**src/rtl/branch_pc_unit.sv**
```systemverilog
// rtl/branch_pc_unit.sv - PC register and conditional-branch sequencer
module branch_pc_unit #(
  parameter int                   PC_WIDTH     = 32,
  parameter int                   OFFSET_WIDTH = 19,
  parameter logic [PC_WIDTH-1:0]  RESET_PC     = '0
) (
  input  logic                clock,
  input  logic                clear,
  input  logic                pc_inc,
  input  logic                pc_load,
  input  logic [PC_WIDTH-1:0] pc_in,
  input  logic                br_start,
  input  logic [31:0]         ir,
  input  logic [PC_WIDTH-1:0] ra_value,
  output logic [1:0]          c2_field,
  output logic [PC_WIDTH-1:0] test_bus,
  output logic                con_in,
  input  logic                con_out,
  output logic [PC_WIDTH-1:0] pc_out,
  output logic                busy,
  output logic                done,
  output logic                taken
);

  typedef enum logic [1:0] {
    IDLE   = 2'd0,
    EVAL   = 2'd1,
    SAMPLE = 2'd2,
    COMMIT = 2'd3
  } state_t;

  state_t state_q, state_d;

  logic [PC_WIDTH-1:0] pc_q;
  logic [PC_WIDTH-1:0] offset_q;
  logic [PC_WIDTH-1:0] test_q;
  logic [1:0]          c2_q;
  logic                taken_next_q;
  logic                taken_q;

  logic [PC_WIDTH-1:0] offset_sext;
  logic [PC_WIDTH-1:0] pc_plus_one;
  logic                ir_unused;

  // Only the C2 and displacement fields of the instruction matter here.
  assign ir_unused   = ^ir;
  assign offset_sext = {{(PC_WIDTH-OFFSET_WIDTH){ir[OFFSET_WIDTH-1]}}, ir[OFFSET_WIDTH-1:0]};
  assign pc_plus_one = pc_q + {{(PC_WIDTH-1){1'b0}}, 1'b1};

  assign pc_out   = pc_q;
  assign c2_field = c2_q;
  assign test_bus = test_q;
  assign taken    = taken_q;

  // Sequencer state register; clear aborts any branch in flight.
  always_ff @(posedge clock) begin
    if (clear) state_q <= IDLE;
    else       state_q <= state_d;
  end

  // Next-state and strobes; done is masked by clear so an aborted commit never pulses.
  always_comb begin
    state_d = state_q;
    busy    = 1'b0;
    con_in  = 1'b0;
    done    = 1'b0;
    case (state_q)
      IDLE: begin
        if (br_start) state_d = EVAL;
      end
      EVAL: begin
        busy    = 1'b1;
        con_in  = 1'b1;
        state_d = SAMPLE;
      end
      SAMPLE: begin
        busy    = 1'b1;
        state_d = COMMIT;
      end
      COMMIT: begin
        busy    = 1'b1;
        done    = ~clear;
        state_d = IDLE;
      end
      default: state_d = IDLE;
    endcase
  end

  // PC, latched branch operands and branch outcome.
  always_ff @(posedge clock) begin
    if (clear) begin
      pc_q         <= RESET_PC;
      offset_q     <= '0;
      test_q       <= '0;
      c2_q         <= 2'b00;
      taken_next_q <= 1'b0;
      taken_q      <= 1'b0;
    end else begin
      case (state_q)
        IDLE: begin
          if (br_start) begin
            c2_q     <= ir[20:19];
            offset_q <= offset_sext;
            test_q   <= ra_value;
          end else if (pc_load) begin
            pc_q <= pc_in;
          end else if (pc_inc) begin
            pc_q <= pc_plus_one;
          end
        end
        EVAL: begin
        end
        SAMPLE: begin
          taken_next_q <= con_out;
        end
        COMMIT: begin
          pc_q    <= taken_next_q ? (pc_plus_one + offset_q) : pc_plus_one;
          taken_q <= taken_next_q;
        end
        default: begin
        end
      endcase
    end
  end

endmodule

```
**config.mk**
```make
export PLATFORM = sky130hd
export DESIGN_NAME = branch_pc_unit
export DESIGN_NICKNAME = d
export VERILOG_FILES = /design/src/rtl/branch_pc_unit.sv
export SDC_FILE = /design/constraint.sdc
export NUM_CORES = 1
export LEC_CHECK = 0
export ABC_AREA = 1
export CAP_MARGIN = 0
export CORE_ASPECT_RATIO = 1.1
export CORE_UTILIZATION = 51
export CTS_CLUSTER_DIAMETER = 30
export DETAILED_ROUTE_END_ITERATION = 16
export PLACE_DENSITY_LB_ADDON = 0.1
export SLEW_MARGIN = 25
export SYNTH_ARGS = -nofsm -noshare
export SYNTH_HDL_FRONTEND = slang
export SYNTH_SLANG_ARGS = --single-unit
```
**constraint.sdc**
```tcl
create_clock -name clock -period 3.8 [get_ports clock]
set_clock_uncertainty 0.1 [all_clocks]
set_input_delay 1.14 -clock clock [delete_from_list [all_inputs] [get_ports clock]]
set_output_delay 1.14 -clock clock [all_outputs]
set_load 0.03 [all_outputs]
```
==> flow_summary_export.csv <==
group,metric,value,unit
timing,worst-slew-pin-transition,881,ps
power_and_ir_drop,power.density,615,nW/um^2
power_and_ir_drop,cellLeakagePower,0.00448,uW
worst_hold_path,hold_path.class,"register to register",
clock_network,cts_setup_buffers,0,
timing,totalNegativeSetupSlack,0,ps
synth,synth.ff_latch_count,89,
route,route.detailed.drc,0,
placement,gp_routability_congestion,0.984,
synth,synth.yosys.seq_area_share,0.245,
timing,timing.final.crit_period,3420,ps
floorplanning,std_cell_rows,45,
global_route,grt_max_degree,55,
global_route,globalRoute.totalOverflow,0,
route,ant_nets,0,
clock_network,worstSkewPairLatency,360,ps
critical_path,cell_occurring_most_often_along_the_worst_timing_path,"sky130_fd_sc_hd__nand2_1",
floorplanning,die_x,116,um
critical_path,series_of_cell_instances_along_the_critical_path,"ha_1 -> nand2_1 -> nor2_1 -> inv_1 -> nor2_2 -> nand2_1 -> nand2_1 -> inv_1 -> ha_1 -> nand2_1 -> nor2_1 -> and2_1 -> nand2_1 -> nand2_1 -> nand2_1 -> nand3_1 -> nand3_1 -> nand2_1 -> a21oi_1",
critical_path,cpMaxStageDelayCell,"sky130_fd_sc_hd__dfxtp_1",
power_and_ir_drop,power.ir.vdd_worst,0.441,mV
synth,netlist-cell-type-count,38,
clock_network,cts-hold-fix-buffers,0,
timing,grt_setup_unrepaired,"no",
cells_and_area,drive_gt1_frac,0.0463,
critical_path,critical_path_fanouts_max,5,
placement,place.detailed.hpwl,18400,um
critical_path,timing.setup.critical_path_class,"register to register",
route,drt-total-wl,23500,um
synth,syn_area,7270,sq um
critical_path,critPathMaxStageDelay,450,ps
clock_network,clk_root_buffer_cell,"sky130_fd_sc_hd__clkbuf_16",
cells_and_area,antenna-diode-count,0,
clock_network,tritoncts,"built",
status,status,"finished, final reports clean",
synth,synth_enable_flop_cells,0,
critical_path,timing.critical_path.arrival,3560,ps
floorplanning,core-area,13900,sq um
route,via_count,8418,
timing,layout_setup_ws,384,ps
critical_path,r2r_setup_slack,380,ps
floorplanning,ioPinCount,172,
global_route,global_route_wire_length_before_repair,37300,um
placement,dp_slack,344,ps
cells_and_area,layout.filler_cells,1350,
floorplanning,die_height,127,um
timing,setup-violations-final,0,
synth,syn-instance-count,1251,
clock_network,tritoncts_num_sinks,89,
timing,finalHoldViolCount,0,
placement,portBuffers,160,
route,dr.pass1.iters,5,
critical_path,timing.critical_path.to_type,"register",
floorplanning,overall_die_area,14700,sq um
job,cap_viol_max_count,0,
synth,asyncSetResetFlopFracSynth,0,
clock_network,cts_inserted_buffers,9,
cells_and_area,flow.area_growth_from_synthesis,29.0,%
clock_network,cts_resized,0,
synth,ys.flop_type,"sky130_fd_sc_hd__dfxtp_1",
synth,yosys_warnings,0,
global_route,initial_antenna_violation_count,0,
clock_network,clk_pin_slew_worst_paths,80,ps
cells_and_area,finish.net_count,1545,
synth,avgSynthCellArea,5.81,sq um
timing,clock.fmax,0.293,GHz
cells_and_area,layout.area.seq,1780,sq um
critical_path,critical_path.startpoint_type,"register",
route,drt_iter0_markers,665,
clock_network,clock_tree.htree_level_count,3,
global_route,total_routing_usage_gr,0.327,
timing,slew-limit-headroom,0.412,
floorplanning,initial_core_util,0.525,
critical_path,critPathRequiredTime,3950,ps
timing,timing_max_transition_violations_final,0,
route,viasPerCell,5.29,
clock_network,cts-root-to-sink-buffers,2,
global_route,first_global_vias,7619,
synth,synthesis.nets,1398,
route,routed_wire_length_per_instance,14.8,um
cells_and_area,multi_input_area,4770,sq um
timing,fin_crit_sh,0.899,
## sequential cells by signal, indices dropped and copies added, names as in the netlist
name and cells:
taken 1, offset_q 19, pc_out 32, state_q 2
test_bus 32, taken_next_q 1, c2_field 2
## metrics by stage
stage | hold WS [ps] | instance area (sq um) | std cells | total power (uW) | util
finish | 370 | 9380 | 1591 | 5770 | 0.677
global route | 406 | 9380 | 1591 | 6210 | 0.677
CTS | 373 | 9380 | 1591 | 5780 | 0.677
detailed placement | 364 | 9080 | 1575 | 4870 | 0.656
global placement | 352 | 9080 | 1575 | 4830 | 0.656
floorplan | 359 | 7270 | 1251 | 3690 | -
## where the power goes
part	leakage [uW]	switching, uW	internal, uW
Sequential	0.000735	324	1230
Clock	0.000139	436	462
Combinational	0.00360	2110	1210
Total	0.00448	2870	2900
## Yosys cell counts (3+ instances only)
library cell	number	area (sq um)
sky130_fd_sc_hd__nand3_1	62	310
sky130_fd_sc_hd__inv_1	148	556
sky130_fd_sc_hd__nor2_2	8	50.1
sky130_fd_sc_hd__a21oi_1	88	440
sky130_fd_sc_hd__o21ai_1	18	90.1
sky130_fd_sc_hd__a21o_1	7	52.6
sky130_fd_sc_hd__or2_2	5	31.3
sky130_fd_sc_hd__a31oi_1	5	31.3
sky130_fd_sc_hd__nor2_1	224	841
sky130_fd_sc_hd__ha_1	44	551
sky130_fd_sc_hd__nand2_1	321	1200
sky130_fd_sc_hd__nand4_1	9	56.3
sky130_fd_sc_hd__xnor2_1	5	43.8
sky130_fd_sc_hd__o211ai_1	3	22.5
sky130_fd_sc_hd__and2_1	3	18.8
sky130_fd_sc_hd__o21bai_1	8	60.1
sky130_fd_sc_hd__clkbuf_1	37	139
sky130_fd_sc_hd__inv_2	3	11.3
sky130_fd_sc_hd__buf_1	3	11.3
sky130_fd_sc_hd__dfxtp_1	89	1780
sky130_fd_sc_hd__xor2_1	15	131
sky130_fd_sc_hd__nor3_1	11	55.1
sky130_fd_sc_hd__o21ai_0	112	561
sky130_fd_sc_hd__nand2_2	4	25.0
## final timing paths
path,startpoint,cells past startpoint,to
hold reg to reg,taken,2,taken
setup reg to reg,pc_out[1],19,pc_out[21]
setup / recovery,pc_out[1],19,pc_out[21]
hold / removal,taken,2,taken
## cell type report
| cell class | count | share of cell area |
|---|---|---|
| clock inverters | 7 | 0.00787 |
| inverters | 152 | 0.0608 |
| multi-input cells | 969 | 0.508 |
| repair buffers | 177 | 0.184 |
| well taps | 188 | 0.0251 |
| clock buffers | 9 | 0.0240 |
| flip-flops and latches | 89 | 0.190 |
## layer usage
layer / wire [um] / GRT usage / vias to the layer above / part of all wire
met2: 11100 / 0.560 / 307 / 0.47
li1: - / - / 4290 / -
met1: 9560 / 0.377 / 3755 / 0.41
met3: 1680 / 0.0645 / 66 / 0.072
met4: 1200 / 0.183 / 0 / 0.051
met5: 0 / 0 / - / 0
## critical path: cells and delay by family, from the launching register on
family / cells / cell delay [ps]
AND/OR/NAND/NOR: 14 / 1930
buffers and inverters: 2 / 180
adder cells (fa/ha/maj): 2 / 590
AO/OA/AOI/OAI: 1 / 70
flip-flops: 1 / 450
## cells by family (layout without fill, tap and decap cells)
logic type | count (synthesis) | in the layout | synth area share
and+or+nand+nor | 655 | 655 | 0.369
AOI/OAI and AO/OA | 247 | 247 | 0.179
buffers and inverters | 193 | 345 | 0.0998
DFF | 89 | 89 | 0.245
adders and majority gates | 45 | 45 | 0.0784
xor gates and xnor gates | 22 | 22 | 0.0286
## cell usage in the layout, fill, tap and decap left out, types with 7 or more instances in the layout
master,count
sky130_fd_sc_hd__nand3_1,62
sky130_fd_sc_hd__ha_1,44
sky130_fd_sc_hd__inv_1,147
sky130_fd_sc_hd__dfxtp_1,89
sky130_fd_sc_hd__o21ai_0,112
sky130_fd_sc_hd__clkbuf_16,9
sky130_fd_sc_hd__o21bai_1,8
sky130_fd_sc_hd__buf_4,18
sky130_fd_sc_hd__nand4_1,9
sky130_fd_sc_hd__o21ai_1,18
sky130_fd_sc_hd__nor2_2,8
sky130_fd_sc_hd__nor2_1,224
sky130_fd_sc_hd__xor2_1,15
sky130_fd_sc_hd__nand2_1,321
sky130_fd_sc_hd__a21o_1,7
sky130_fd_sc_hd__clkdlybuf4s50_1,159
sky130_fd_sc_hd__nor3_1,11
sky130_fd_sc_hd__a21oi_1,88
No activity file was read; power rests on OpenSTA's default activity.
